$ cat config.mk
export PLATFORM = sky130hd
export DESIGN_NAME = vote_session_ctrl
export DESIGN_NICKNAME = d
export VERILOG_FILES = /design/src/rtl/voting_pkg.sv /design/src/rtl/vote_classifier.sv /design/src/rtl/vote_session_ctrl.sv
export SDC_FILE = /design/constraint.sdc
export NUM_CORES = 1
export LEC_CHECK = 0
export CAP_MARGIN = 10
export CORE_MARGIN = 1.5
export CORE_UTILIZATION = 46
export CTS_CLUSTER_DIAMETER = 120
export CTS_CLUSTER_SIZE = 8
export DETAILED_ROUTE_END_ITERATION = 8
export GPL_ROUTABILITY_DRIVEN = 1
export PLACE_DENSITY_LB_ADDON = 0.2
export SETUP_SLACK_MARGIN = 0.4
export SYNTH_ARGS = -nofsm -noshare
export SYNTH_HDL_FRONTEND = slang
export SYNTH_SLANG_ARGS = --single-unit
$ cat constraint.sdc
create_clock -name clk -period 1.8 [get_ports clk]
set_input_delay 0.18 -clock clk [delete_from_list [all_inputs] [get_ports clk]]
set_output_delay 0.18 -clock clk [all_outputs]
set_load 0.005 [all_outputs]
$ cat src/rtl/voting_pkg.sv
// Shared definitions for the voting session controller: FSM states and verdict codes.
// Latency: n/a (definitions only).
// Backpressure: n/a.
package voting_pkg;

   // Session phases: idle after reset, ballot collection, serial count, verdict held.
   typedef enum logic [1:0] {
      ST_IDLE  = 2'd0,
      ST_OPEN  = 2'd1,
      ST_TALLY = 2'd2,
      ST_DONE  = 2'd3
   } state_e;

   // One-hot verdict codes as seen by the display driver.
   localparam logic [2:0] RES_NONE = 3'b000;
   localparam logic [2:0] RES_PASS = 3'b001;
   localparam logic [2:0] RES_TIE  = 3'b010;
   localparam logic [2:0] RES_FAIL = 3'b100;

endpackage

$ cat src/rtl/vote_classifier.sv
// Turns final yes/cast counts into a one-hot verdict and a quorum flag.
// Latency: combinational; the caller registers the outputs.
// Backpressure: none; the output follows the inputs.
module vote_classifier
   import voting_pkg::*;
#(
   parameter int N_VOTERS = 4,
   parameter int QUORUM   = 1,
   parameter int MODE     = 0,
   parameter int CW       = $clog2(N_VOTERS + 1)
) (
   input  logic [CW-1:0] yes_count_i,
   input  logic [CW-1:0] cast_count_i,
   output logic [2:0]    result_o,
   output logic          no_quorum_o
);

   // One extra bit so that doubling the yes count can never wrap.
   localparam logic [CW:0] N_W = (CW+1)'(N_VOTERS);
   localparam logic [CW:0] Q_W = (CW+1)'(QUORUM);

   logic [CW:0] denom;
   logic [CW:0] twice_yes;
   logic [CW:0] cast_w;

   // Majority test against the configured denominator, quorum overrides everything.
   always_comb begin
      cast_w      = {1'b0, cast_count_i};
      twice_yes   = {yes_count_i, 1'b0};
      denom       = (MODE != 0) ? cast_w : N_W;
      no_quorum_o = (cast_w < Q_W);
      result_o    = RES_FAIL;
      if (!no_quorum_o) begin
         if (twice_yes > denom) begin
            result_o = RES_PASS;
         end else if (twice_yes == denom) begin
            result_o = RES_TIE;
         end else begin
            result_o = RES_FAIL;
         end
      end
   end

endmodule

$ cat src/rtl/vote_session_ctrl.sv
// Runs one voting session at a time: collect ballots, tally serially, hold a registered verdict.
// Latency: OPEN exit at edge t gives result_valid after edge t+N_VOTERS+1.
// Backpressure: none; start is ignored while busy, close is ignored outside OPEN.
module vote_session_ctrl
   import voting_pkg::*;
#(
   parameter int N_VOTERS    = 4,
   parameter int QUORUM      = 1,
   parameter int TIMEOUT_CYC = 16,
   parameter int MODE        = 0
) (
   input  logic                          clk,
   input  logic                          rst,
   input  logic                          start,
   input  logic                          close,
   input  logic [N_VOTERS-1:0]           vote_en,
   input  logic [N_VOTERS-1:0]           vote_yes,
   output logic                          busy,
   output logic [N_VOTERS-1:0]           voted,
   output logic [2:0]                    result,
   output logic                          result_valid,
   output logic                          no_quorum,
   output logic [$clog2(N_VOTERS+1)-1:0] yes_count,
   output logic [$clog2(N_VOTERS+1)-1:0] cast_count
);

   localparam int CW   = $clog2(N_VOTERS + 1);
   // Tally index runs 0..N_VOTERS; the final value is the verdict-latch cycle.
   localparam int IW   = $clog2(N_VOTERS + 1);
   localparam int TW   = (TIMEOUT_CYC > 1) ? $clog2(TIMEOUT_CYC) : 1;
   localparam int TMAX = (TIMEOUT_CYC > 0) ? TIMEOUT_CYC - 1 : 0;

   localparam logic [TW-1:0]       TMAX_W = TW'(TMAX);
   localparam logic [IW-1:0]       ILAST  = IW'(N_VOTERS);
   localparam logic [N_VOTERS-1:0] ONE_V  = {{(N_VOTERS-1){1'b0}}, 1'b1};

   state_e              state_q, state_d;
   logic [TW-1:0]       timer_q, timer_d;
   logic [N_VOTERS-1:0] voted_q, voted_d;
   logic [N_VOTERS-1:0] ballot_q, ballot_d;
   logic [IW-1:0]       idx_q, idx_d;
   logic [CW-1:0]       yes_cnt_q, yes_cnt_d;
   logic [CW-1:0]       cast_cnt_q, cast_cnt_d;
   logic [2:0]          result_q, result_d;
   logic                nq_q, nq_d;

   logic [N_VOTERS-1:0] accept;
   logic [N_VOTERS-1:0] voted_nxt;
   logic [N_VOTERS-1:0] tally_sel;
   logic                cur_cast;
   logic                cur_yes;
   logic                timeout_hit;
   logic                open_exit;
   logic                tally_last;
   logic [2:0]          cls_result;
   logic                cls_nq;

   // First ballot per voter wins; the mask including this cycle decides a full ballot.
   assign accept      = vote_en & ~voted_q;
   assign voted_nxt   = voted_q | accept;
   assign timeout_hit = (TIMEOUT_CYC != 0) && (timer_q == TMAX_W);
   assign open_exit   = close || timeout_hit || (&voted_nxt);
   assign tally_last  = (idx_q == ILAST);

   // Index past the last voter selects nothing, so the latch cycle adds zero.
   assign tally_sel = ONE_V << idx_q;
   assign cur_cast  = |(voted_q & tally_sel);
   assign cur_yes   = |(voted_q & ballot_q & tally_sel);

   vote_classifier #(
      .N_VOTERS (N_VOTERS),
      .QUORUM   (QUORUM),
      .MODE     (MODE),
      .CW       (CW)
   ) u_classifier (
      .yes_count_i  (yes_cnt_q),
      .cast_count_i (cast_cnt_q),
      .result_o     (cls_result),
      .no_quorum_o  (cls_nq)
   );

   // State register with synchronous reset.
   always_ff @(posedge clk) begin
      if (rst) begin
         state_q <= ST_IDLE;
      end else begin
         state_q <= state_d;
      end
   end

   // Session sequencing.
   always_comb begin
      state_d = state_q;
      case (state_q)
         ST_IDLE:  if (start)      state_d = ST_OPEN;
         ST_OPEN:  if (open_exit)  state_d = ST_TALLY;
         ST_TALLY: if (tally_last) state_d = ST_DONE;
         ST_DONE:  if (start)      state_d = ST_OPEN;
         default:                  state_d = ST_IDLE;
      endcase
   end

   // Status outputs decoded from the current state.
   always_comb begin
      busy         = (state_q == ST_OPEN) || (state_q == ST_TALLY);
      result_valid = (state_q == ST_DONE);
   end

   assign voted      = voted_q;
   assign result     = result_q;
   assign no_quorum  = nq_q;
   assign yes_count  = yes_cnt_q;
   assign cast_count = cast_cnt_q;

   // Datapath registers: ballots, timer, tally counters and the latched verdict.
   always_ff @(posedge clk) begin
      if (rst) begin
         timer_q    <= '0;
         voted_q    <= '0;
         ballot_q   <= '0;
         idx_q      <= '0;
         yes_cnt_q  <= '0;
         cast_cnt_q <= '0;
         result_q   <= RES_NONE;
         nq_q       <= 1'b0;
      end else begin
         timer_q    <= timer_d;
         voted_q    <= voted_d;
         ballot_q   <= ballot_d;
         idx_q      <= idx_d;
         yes_cnt_q  <= yes_cnt_d;
         cast_cnt_q <= cast_cnt_d;
         result_q   <= result_d;
         nq_q       <= nq_d;
      end
   end

   // Per-state datapath updates; everything holds unless the phase acts on it.
   always_comb begin
      timer_d    = timer_q;
      voted_d    = voted_q;
      ballot_d   = ballot_q;
      idx_d      = idx_q;
      yes_cnt_d  = yes_cnt_q;
      cast_cnt_d = cast_cnt_q;
      result_d   = result_q;
      nq_d       = nq_q;
      case (state_q)
         ST_IDLE, ST_DONE: begin
            if (start) begin
               timer_d    = '0;
               voted_d    = '0;
               ballot_d   = '0;
               idx_d      = '0;
               yes_cnt_d  = '0;
               cast_cnt_d = '0;
               result_d   = RES_NONE;
               nq_d       = 1'b0;
            end
         end
         ST_OPEN: begin
            voted_d  = voted_nxt;
            ballot_d = (ballot_q & ~accept) | (vote_yes & accept);
            timer_d  = timer_q + TW'(1);
            idx_d    = '0;
         end
         ST_TALLY: begin
            if (tally_last) begin
               result_d = cls_result;
               nq_d     = cls_nq;
            end else begin
               cast_cnt_d = cast_cnt_q + {{(CW-1){1'b0}}, cur_cast};
               yes_cnt_d  = yes_cnt_q + {{(CW-1){1'b0}}, cur_yes};
               idx_d      = idx_q + IW'(1);
            end
         end
         default: ;
      endcase
   end

endmodule

==> metrics <==
outcome finished, violations left; failing checks setup timing; combinational share of power 64.1%; pwr dens 1120 nW/µm²; fin worst setup slack -0.138 ns; Hold Path Class flop to flop; Clock Power Share 9.8%; gr ovfl total 0; vias per cell 5.78; total power 2.77 mW; ant diodes 0; post-synthesis cell type count 34; Util after Layout 80.2%; DRC violations left 0; share of post-route cells with drive strength above 1 46.0%; final RePlAce weighted congestion 0.823; dpl hpwl 2800 µm; Psw 1.06 mW; vias in the first global route 1533; Warnings, synthesis 0; Worst VDD drop 0.582 mV; clk sinks 27; first-pass iteration count of the detailed router 4; Setup crit start kind flop; crit path max fanout 4; post-DR wirelength/cell 17.4 µm; RSZ-0062 raised after global routing yes; worst hold slack 0.481 ns; cell area after layout 2470 µm²; worst-margin pin slew 0.553 ns; clock skew 0.0152 ns; Std-Cell Rows 20; critical path type flop to flop; Critical Path RT 2.07 ns; syn nets 204; Place WS 0.0206 ns; part of the power in registers 26.1%; initial antenna violation count 0; Syn Inst Count 178; Seq/Total Area, Yosys 36.1%; fmax 0.516 GHz; # nets final 264; EDFF count, synth 0; P_int 1.71 mW; Final setup viols 2; Std-Cell Core Area 3080 µm²; DR iter-0 viols 92; area grow syn2layout 64.6%; first-pass GRT wire length 7000 µm; list of most frequent post-synthesis cells dfxtp_1, a21oi_1, nor2_1, ha_1, nand2_1; post-layout min period 1.94 ns; R2R depth 9; # IOs 28; TritonCTS clock tree built; clock slew at the register clock pins of the worst setup and hold paths 0.16 ns; starting density of the core 48.7%; top cell type's share of synthesized area 36.1%; Pleak 1.06 nW; Hold-fix buffers, CTS 0; Routed WL 4880 µm; Die W 60.1 µm; total track usage 25.8%; flops & latches, synth 27; Final ANT Viol Nets 0; Max-Cap Viols 0; Num CTS Buffers 3; worst relative slew slack 62.9%; Placed Area 1870 µm²; post-synthesis average cell area 8.42 µm²; Synth async-reset ratio 0%; part of the cycle the worst path needs 108%; Die Ht 60.1 µm; H-Tree Depth 1; final hold vios 0; Root Driver clkbuf_4; die area 3610 µm²; vias post-DR 1625; clk buf depth 2; Sw Ratio 38.2%; largest net degree at the start of global routing 17; Area contributors post-synth dfxtp_1, ha_1, a21oi_1; Netlist Area Pre-Place 1500 µm²; clock latency on the worst-skew pair 0.33 ns; Synth Flop Type dfxtp_1; Synth area leader dfxtp_1; WHS Path Cells 2; most frequent cell after synthesis dfxtp_1; Critical Path AT 2.21 ns; max-slew violation count 0; PortBufs 27; nature of the critical path endpoint flop
==> registers in the layout (all words and copies together) (netlist names), 2 cells and up <==
name / count
result: 3
voted: 4
idx_q: 3
state_q: 2
yes_count: 3
cast_count: 3
timer_q: 4
ballot_q: 4
==> per-layer routing <==
| layer | part of all wire, % | routed length [µm] | track usage (%) | vias up |
|---|---|---|---|---|
| met2 | 52 | 2540 | 44.1 | 62 |
| met3 | 4.7 | 229 | 4.76 | 12 |
| li1 | - | - | - | 760 |
| met1 | 41 | 2010 | 32.1 | 791 |
| met4 | 2.0 | 98 | 9.21 | 0 |
| met5 | 0 | 0 | 0 | - |
==> placed cells by master (no fill, tap or decap), types with 3 or more instances in the layout <==
master / instances
a211oi_1: 3
a21oi_1: 13
a21oi_2: 7
a2bb2oi_2: 4
buf_4: 21
buf_6: 13
clkbuf_4: 3
clkdlybuf4s50_1: 16
dfxtp_1: 9
dfxtp_2: 10
dfxtp_4: 8
dlygate4sd2_1: 3
dlymetal6s2s_1: 6
ha_1: 3
ha_2: 3
ha_4: 8
inv_4: 3
mux2i_1: 4
nand2_1: 9
nand3_1: 9
nor2_1: 16
nor2b_1: 8
o21ai_1: 8
o22ai_1: 3
==> worst paths after layout <==
path	to	slack, ns	startpoint
worst min-delay path	result[2]	0.48	result[2]
worst max register to register	cast_count[2]	-0.14	idx_q[0]
worst max-delay path	cast_count[2]	-0.14	idx_q[0]
worst min register to register	result[2]	0.48	result[2]
==> stage by stage <==
step / cells / setup TNS [ns]
2_1_floorplan: 178 / 0
3_3_place_gp: 247 / 0
3_5_place_dp: 247 / 0
4_1_cts: 273 / -0.0351
5_1_grt: 281 / -0.254
6_report: 281 / -0.166
==> cell type report <==
| type | instances | area [µm²] |
|---|---|---|
| clock buffers | 4 | 26.3 |
| fillers | 186 | 611 |
| inverters | 7 | 33.8 |
| multi-input cells | 136 | 1150 |
| flip-flops and latches | 27 | 583 |
| well taps | 44 | 55.1 |
| repair buffers | 63 | 616 |
==> power groups by stage <==
stage / logic (mW) / registers (mW) / clock network [mW]
after floorplan: 0.651 / 0.719 / 0
after global placement: 0.850 / 0.724 / 0
after detailed placement: 0.870 / 0.728 / 0
after CTS: 1.49 / 0.721 / 0.274
after global routing: 1.88 / 0.727 / 0.293
final: 1.78 / 0.723 / 0.272
==> worst max-delay path: stages, from the launching register on <==
cell and delay [ns]:
dfxtp_4 0.41, inv_4 0.05, ha_4 0.16, a222oi_1 0.38, o21ai_1 0.12, ha_2 0.20, ha_4 0.16, nor2b_1 0.14
o21ai_1 0.09, a21oi_1 0.16
==> kinds of logic (layout without fill, tap and decap cells) <==
group                      Yosys count  in the layout  share of synthesized area, %
and+or+nand+nor                     66             66                          22.6
AOI/OAI and AO/OA                   50             50                          20.6
DFF                                 27             27                          36.1
buffers and inverters               15             74                          4.84
adders and majority gates           14             14                          11.7
muxes                                6              6                          4.17
==> timing repair <==
| item | 4_1_cts | 5_1_grt |
|---|---|---|
| pin swaps | 40 | 28 |
| buffers inserted | 22 | 8 |
| setup endpoints to repair | 39 | 38 |
| resized for setup | 69 | 41 |
(Power assumes the default switching activity.)
